$ cat src/rtl/adder_result_if.sv
// Handshake bundle between the ripple adder, the result stage and its consumer.
// The slave modport is the result stage; the master modport is the surrounding logic.
interface adder_result_if #(
    parameter int WIDTH = 3
);
    logic             in_valid;
    logic             in_ready;
    logic             a_msb;
    logic             b_msb;
    logic [WIDTH-1:0] sum;
    logic             co;
    logic             out_valid;
    logic             out_ready;
    logic [WIDTH-1:0] out_sum;
    logic             out_co;
    logic             out_ovf;

    modport slave (
        input  in_valid, a_msb, b_msb, sum, co, out_ready,
        output in_ready, out_valid, out_sum, out_co, out_ovf
    );

    modport master (
        output in_valid, a_msb, b_msb, sum, co, out_ready,
        input  in_ready, out_valid, out_sum, out_co, out_ovf
    );
endinterface

$ cat src/rtl/adder_result_stage.sv
// Two-entry skid-buffered output stage for the ripple adder, with saturating carry/overflow counters.
// Optional sticky overflow flag is built only when ADDER_RESULT_STICKY_OVF_EN is defined.
module adder_result_stage #(
    parameter int WIDTH = 3,
    parameter int CNT_W = 8
) (
    input  logic              clk,
    input  logic              rst,
    adder_result_if.slave     bus,
    input  logic              clr_counts,
    output logic [CNT_W-1:0]  carry_count,
    output logic [CNT_W-1:0]  ovf_count,
    output logic              ovf_sticky
);

    typedef enum logic [1:0] {
        EMPTY = 2'd0,
        ONE   = 2'd1,
        FULL  = 2'd2
    } state_t;

    state_t           state_reg;
    logic             in_ready_reg;
    logic             out_valid_reg;
    logic [WIDTH-1:0] main_sum_reg;
    logic             main_co_reg;
    logic             main_ovf_reg;
    logic [WIDTH-1:0] skid_sum_reg;
    logic             skid_co_reg;
    logic             skid_ovf_reg;

    logic accept;
    logic pop;
    logic ovf_in;

    assign accept = bus.in_valid && in_ready_reg;
    assign pop    = out_valid_reg && bus.out_ready;
    assign ovf_in = (bus.a_msb == bus.b_msb) && (bus.sum[WIDTH-1] != bus.a_msb);

    // in_ready/out_valid are registered alongside the state so neither depends on out_ready.
    always_ff @(posedge clk) begin
        if (rst) begin
            state_reg     <= EMPTY;
            in_ready_reg  <= 1'b1;
            out_valid_reg <= 1'b0;
            main_sum_reg  <= '0;
            main_co_reg   <= 1'b0;
            main_ovf_reg  <= 1'b0;
            skid_sum_reg  <= '0;
            skid_co_reg   <= 1'b0;
            skid_ovf_reg  <= 1'b0;
        end else begin
            case (state_reg)
                EMPTY: begin
                    if (accept) begin
                        main_sum_reg  <= bus.sum;
                        main_co_reg   <= bus.co;
                        main_ovf_reg  <= ovf_in;
                        out_valid_reg <= 1'b1;
                        state_reg     <= ONE;
                    end
                end
                ONE: begin
                    if (accept && pop) begin
                        main_sum_reg <= bus.sum;
                        main_co_reg  <= bus.co;
                        main_ovf_reg <= ovf_in;
                    end else if (accept) begin
                        skid_sum_reg <= bus.sum;
                        skid_co_reg  <= bus.co;
                        skid_ovf_reg <= ovf_in;
                        in_ready_reg <= 1'b0;
                        state_reg    <= FULL;
                    end else if (pop) begin
                        out_valid_reg <= 1'b0;
                        state_reg     <= EMPTY;
                    end
                end
                FULL: begin
                    if (pop) begin
                        main_sum_reg <= skid_sum_reg;
                        main_co_reg  <= skid_co_reg;
                        main_ovf_reg <= skid_ovf_reg;
                        in_ready_reg <= 1'b1;
                        state_reg    <= ONE;
                    end
                end
                default: begin
                    state_reg     <= EMPTY;
                    in_ready_reg  <= 1'b1;
                    out_valid_reg <= 1'b0;
                end
            endcase
        end
    end

    assign bus.in_ready  = in_ready_reg;
    assign bus.out_valid = out_valid_reg;
    assign bus.out_sum   = main_sum_reg;
    assign bus.out_co    = main_co_reg;
    assign bus.out_ovf   = main_ovf_reg;

    // Index 0 counts carries, index 1 counts overflows; both saturate and clear wins.
    logic [1:0]            count_evt;
    logic [1:0][CNT_W-1:0] counts;

    assign count_evt = {accept && ovf_in, accept && bus.co};

    generate
        for (genvar gi = 0; gi < 2; gi++) begin : g_count
            logic [CNT_W-1:0] cnt_reg;

            always_ff @(posedge clk) begin
                if (rst || clr_counts) begin
                    cnt_reg <= '0;
                end else if (count_evt[gi] && (cnt_reg != {CNT_W{1'b1}})) begin
                    cnt_reg <= cnt_reg + 1'b1;
                end
            end

            assign counts[gi] = cnt_reg;
        end
    endgenerate

    assign carry_count = counts[0];
    assign ovf_count   = counts[1];

`ifdef ADDER_RESULT_STICKY_OVF_EN
    logic sticky_reg;

    always_ff @(posedge clk) begin
        if (rst || clr_counts) begin
            sticky_reg <= 1'b0;
        end else if (accept && ovf_in) begin
            sticky_reg <= 1'b1;
        end
    end

    assign ovf_sticky = sticky_reg;
`else
    assign ovf_sticky = 1'b0;
`endif

endmodule

$ cat src/flat_wrapper.sv
// flat-port wrapper written by rule: the top's interface ports become plain ports
module adder_result_stage_flat 
#(
    parameter int WIDTH = 3,
    parameter int CNT_W = 8
)
  (clk, rst, clr_counts, carry_count, ovf_count, ovf_sticky, bus_in_valid, bus_a_msb, bus_b_msb, bus_sum, bus_co, bus_out_ready, bus_in_ready, bus_out_valid, bus_out_sum, bus_out_co, bus_out_ovf);
  adder_result_if #(.WIDTH(WIDTH)) bus_i ();
  input  logic clk;
  input  logic rst;
  input  logic clr_counts;
  output logic [CNT_W-1:0] carry_count;
  output logic [CNT_W-1:0] ovf_count;
  output logic ovf_sticky;
  input wire logic [$bits(bus_i.in_valid)-1:0] bus_in_valid;
  input wire logic [$bits(bus_i.a_msb)-1:0] bus_a_msb;
  input wire logic [$bits(bus_i.b_msb)-1:0] bus_b_msb;
  input wire logic [$bits(bus_i.sum)-1:0] bus_sum;
  input wire logic [$bits(bus_i.co)-1:0] bus_co;
  input wire logic [$bits(bus_i.out_ready)-1:0] bus_out_ready;
  output wire logic [$bits(bus_i.in_ready)-1:0] bus_in_ready;
  output wire logic [$bits(bus_i.out_valid)-1:0] bus_out_valid;
  output wire logic [$bits(bus_i.out_sum)-1:0] bus_out_sum;
  output wire logic [$bits(bus_i.out_co)-1:0] bus_out_co;
  output wire logic [$bits(bus_i.out_ovf)-1:0] bus_out_ovf;
  assign bus_i.in_valid = bus_in_valid;
  assign bus_i.a_msb = bus_a_msb;
  assign bus_i.b_msb = bus_b_msb;
  assign bus_i.sum = bus_sum;
  assign bus_i.co = bus_co;
  assign bus_i.out_ready = bus_out_ready;
  assign bus_in_ready = bus_i.in_ready;
  assign bus_out_valid = bus_i.out_valid;
  assign bus_out_sum = bus_i.out_sum;
  assign bus_out_co = bus_i.out_co;
  assign bus_out_ovf = bus_i.out_ovf;
  adder_result_stage #(.WIDTH(WIDTH), .CNT_W(CNT_W)) u_core (.clk(clk), .rst(rst), .bus(bus_i), .clr_counts(clr_counts), .carry_count(carry_count), .ovf_count(ovf_count), .ovf_sticky(ovf_sticky));
endmodule
$ cat config.mk
export PLATFORM = sky130hd
export DESIGN_NAME = adder_result_stage_flat
export DESIGN_NICKNAME = d
export VERILOG_FILES = /design/src/rtl/adder_result_if.sv /design/src/rtl/adder_result_stage.sv /design/src/flat_wrapper.sv
export SDC_FILE = /design/constraint.sdc
export NUM_CORES = 1
export LEC_CHECK = 0
export BUFFER_PORTS_ARGS = -buffer_cell sky130_fd_sc_hd__buf_2
export CAP_MARGIN = 20
export CORE_ASPECT_RATIO = 1.1
export CORE_MARGIN = 1
export CORE_UTILIZATION = 50
export CTS_BUF_LIST = sky130_fd_sc_hd__clkbuf_16
export CTS_CLUSTER_SIZE = 14
export DETAILED_ROUTE_END_ITERATION = 10
export PLACE_DENSITY = 0.86
export SYNTH_ARGS = -nofsm -noshare
export SYNTH_HDL_FRONTEND = slang
export SYNTH_SLANG_ARGS = --single-unit
$ cat constraint.sdc
create_clock -name clk -period 3.6 [get_ports clk]
set_input_delay 0.18 -clock clk [delete_from_list [all_inputs] [get_ports clk]]
set_output_delay 0.18 -clock clk [all_outputs]
set_load 0.01 [all_outputs]
---- Word-level counts from Yosys, hierarchy flattened ----
Cells that the tools add are included.
storage, ports and cells
  flip-flop bits (word level) ............. 30
  bits of input ports ..................... 11
  logic and storage cells ................. 73
  output and inout bits ................... 24
operators by class
  $add $sub $neg .......................... 2
  reductions and logical operators ........ 16
  bitwise gates (word level) .............. 3
  muxes and demuxes ....................... 27
  equal/unequal tests ..................... 14
operators by type and width
  cell                                                                     count
  8-bit by 1-bit adder with 8-bit output, second input constant            2
  8-bit inequality test, second input constant                             2
  1-bit two-way mux                                                        13
  1-bit one-hot mux with 3 select lines                                    4
  4-bit AND reduction                                                      3
  2-bit two-way mux                                                        5
  2-bit by 1-bit inequality test with 1-bit output, second input constant  5
  3-bit two-way mux                                                        3
  3-bit one-hot mux with 3 select lines                                    1
  1-bit logical AND                                                        8
  2-bit one-hot mux with 3 select lines                                    1
  5-bit AND reduction                                                      1
  2-bit inequality test, second input constant                             2
  3-bit by 1-bit inequality test with 1-bit output, second input constant  1
  1-bit inverter                                                           3
  3-bit AND reduction                                                      1
  3-bit nonzero test                                                       1
  2-bit by 1-bit == test with 1-bit output, second input constant          1
  2-bit == test, second input constant                                     1
  2-bit logical NOT                                                        1
  1-bit == test                                                            1
  1-bit logical OR                                                         1
  1-bit inequality test                                                    1

---- Logic depth before layout (Yosys ltp) ----
  word-level depth ........................ 5
  gate-level depth with buffers ........... 6
  depth with buffers taken out ............ 5

---- Worst setup path before layout ----
OpenSTA, ideal clock, no wires.
  kind .................................... register to register
  start ................................... register u_core.g_count[0].cnt_reg[0], in the netlist u_core.carry_count[0]
  end ..................................... register u_core.g_count[0].cnt_reg[5], in the netlist u_core.carry_count[5]
  library setup time ...................... 71 ps
  setup slack ............................. 1,930 ps
  period minus slack after synthesis ...... 1,670 ps
  buffers on the path ..................... 0
  cell stages (with the launch flop) ...... 6
  arrival ................................. 1,599 ps
  required time ........................... 3,529 ps
  cells stage by stage .................... dfxtp_1 ha_1 and3_1 a21o_1 or4_1 a21oi_1
between the ends
  word-level cells in the longest chain between the ends .. 2
  elaborated cells on any way between the ends .. 3
  classes of those cells .................. add/sub (1); eq/ne (1); reduce/logical (1)
ends and longest elaborated chain
  item                                                                                            RTL line                   text
  from (decl)                                                                                     adder_result_stage.sv:111  logic [CNT_W-1:0] cnt_reg;
  from (signal assigned)                                                                          adder_result_stage.sv:117  cnt_reg <= cnt_reg + 1'b1;
  parallel branches: the longest is 2 deep, another holds 8-bit by 1-bit adder with 8-bit output  n/a
Parallel ways; which one is timed is not known.
A chain may end at the register's enable or synchronous reset.

---- Worst setup path after layout ----
Ends and elaborated chain as after synthesis.

==> results.md <==
- Fmax: 562.9 MHz
- Setup crit end kind: flip-flop
- Highest metal used: met4
- Mapped Area: 0.001454 mm2
- Design area: 0.001823 mm2
- Leading area contributor after synthesis: dfxtp_1
- Min Tclk post-route: 1.777 ns
- Setup Buffers After CTS: 0
- DIE HEIGHT: 58.56 um
- Site row count: 20
- Post_cts resized: 0
- Initial Util: 52.82%
- Via-per-instance ratio: 6.131
- Status: complete, no violations
- Most frequent cells after synthesis: 30 x dfxtp_1, 18 x nor2_1, 12 x nand2_1, 10 x a21oi_1, 10 x mux2i_1
- RSZ-0062 raised after global routing: false
- Final wirelength: 3309 um
- Fin cells: 229
- Max-Cap Viols: 0
- Synthesis Warnings: 0
- Clock power frac: 51.6%
- Tcrit/Tclk final: 49.35%
- Main synth FF type: dfxtp_1
- Metal2 WL: 1623 um
- Total GRT Usage: 23.08%
- Area occupied by multi-input gates: 815.8 um2
- Layout cells sized above 1: 22.45%
- CTS Sinks: 30
- Max_slew headroom: 55.36%
- Vias: 1404
- Switching power: 231.4 uW
- Initial antenna violation count: 0
- Vias in the first global route: 1217
- Met3 wire len: 187 um
- Sequential fraction of design power: 36.6%
- Placed cell count: 221
- Die area: 0.003128 mm2
- Final Hold Viols: 0
- Antenna-violating nets left: 0
- Clk_lat worst skew: 0.28 ns
- Combinational power share: 11.8%
- Synth async-reset ratio: 0%
- Max Clock Skew: 0.003078 ns
- Int Pwr: 799.6 uW
- Switching Fraction: 22.45%
- Syn Area/Cell: 9.030 um2
- Port bufs: 33
- Crit Path Category: flip-flop to flip-flop
- Grt ovf: 0
- Number of distinct library cells after synthesis: 44
- Post-synth top area share: 41.31%
- Number of CTS-inserted buffers: 5
- CP Launch Type: flip-flop
- Die width: 53.42 um
- Top Ports: 35
- Nets: 208
- M1 wire length: 1444 um
- Flops & latches, synth: 30
- 1st-iter DRT viols: 46
- Clk buf depth: 2
- CTS Hold Buffers Added: 0
- CTS tree: yes
- Total Neg Setup Slack: 0 ns
- P per Cell Area: 565.6 mW/mm2
- Final setup viols: 0
- Hold Path Class: input port to flip-flop
- Clock Pin Slew Worst Setup and Hold Paths: 0.05 ns
- Pre-antenna DRT Iters: 5
- Top-count cell post-synth: dfxtp_1
- Post-DP Area: 0.001634 mm2
- Leak: 0.0007942 uW
- Hold Path Depth: 3
- Number of remaining DRC errors: 0
- Drt wl/cell: 14.45 um
- Worst Tran Pin Value: 0.6667 ns
- Largest net degree at the start of global routing: 17
- Fill cells: 233
- Reg2reg path depth: 5
- Syn-to-layout area delta: 25.39%
- Core ar.: 0.002753 mm2
- Peak VDD IR: 0.0004703 V
- Power Total: 1031 uW
- Synth top area cells: dfxtp_1 41%, mux2i_1 6.9%, nor2_1 4.6%, a21oi_1 3.4%, a211oi_1 3.1%
- # diodes: 0
- Seq/Total Area, Yosys: 41.31%
- Synth Net Count: 174
- Worst-path maximum fanout: 6
- EDFF count, synth: 0
- GPL Wtd Cong: 0.7949
- Clk root buf: clkbuf_16
- Req. time, crit path: 3.81 ns
- Final Max Tran Viols: 0
- WP data arrival: 1.98 ns
- H-tree depth: 2
- Global-route wire length before repair: 5319 um
- Post-Synthesis Cells: 161
- Final HPWL DP: 2380 um
- Seq. cell area: 600.6 um2
==> worst paths after layout <==
kind                                       startpoint                     end  slack (ns)
worst max-delay path            u_core.carry_count[0]   u_core.carry_count[5]        1.82
worst min-delay path                       bus_sum[0]  u_core.skid_sum_reg[0]        0.15
worst max register to register  u_core.carry_count[0]   u_core.carry_count[5]        1.82
worst min register to register      u_core.bus.out_co       u_core.bus.out_co        0.49
==> worst max-delay path, stage by stage, from the launching register on <==
cell and delay (ns):
dfxtp_1 0.34, ha_1 0.24, and3_1 0.22, a21o_1 0.27, or4_1 0.49, a21oi_1 0.15
==> routing by layer <==
layer  global-route usage, %  vias up
met5                       0        -
met1                   27.01      662
li1                        -      683
met4                   8.647        0
met2                   38.75       52
met3                   7.235        7
==> kinds of logic after synthesis <==
group	after synthesis	share of synthesized area (%)
xor gates and xnor gates	4	2.410
AOI/OAI and AO/OA	43	21.86
adders and majority gates	2	1.721
and+or+nand+nor	62	22.98
DFF	30	41.31
other	1	0.2579
muxes	10	6.885
buffers and inverters	9	2.582
==> layout make-up <==
type / count / area share, %
Tap cell: 33 / 2.265
Sequential cell: 30 / 32.94
Clock inverter: 3 / 3.500
Clock buffer: 5 / 6.863
Timing Repair Buffer: 33 / 9.060
Inverter: 3 / 0.6177
Multi-Input combinational cell: 122 / 44.75
==> power groups by stage <==
stage               Combinational (uW)  Clock [uW]  Sequential (uW)
finish                             122         532              377
global route                       136         555              380
CTS                                122         542              376
detailed placement                 122           0              383
global placement                   118           0              381
floorplan                         81.1           0              383
==> placed cells by master (no fill, tap or decap), drive strengths merged, types with 4 or more instances in the layout <==
cell,Yosys,layout
buf,1,33
a211oi,6,6
clkbuf,5,5
a21oi,10,10
mux2i,10,10
o211ai,4,4
nand3,8,8
nor2,18,18
dfxtp,30,30
nand2,12,12
o31ai,4,4
==> through the flow <==
| step | setup WS [ns] | util (%) | hold WS [ns] |
|---|---|---|---|
| after floorplan | 1.930 | - | 0.2528 |
| after global placement | 1.938 | 59.36 | 0.4294 |
| after detailed placement | 1.830 | 59.36 | 0.4412 |
| after CTS | 1.827 | 66.23 | 0.1528 |
| after global routing | 1.749 | 66.23 | 0.1714 |
| final | 1.823 | 66.23 | 0.1548 |
Power figures use the tool's default switching activity.
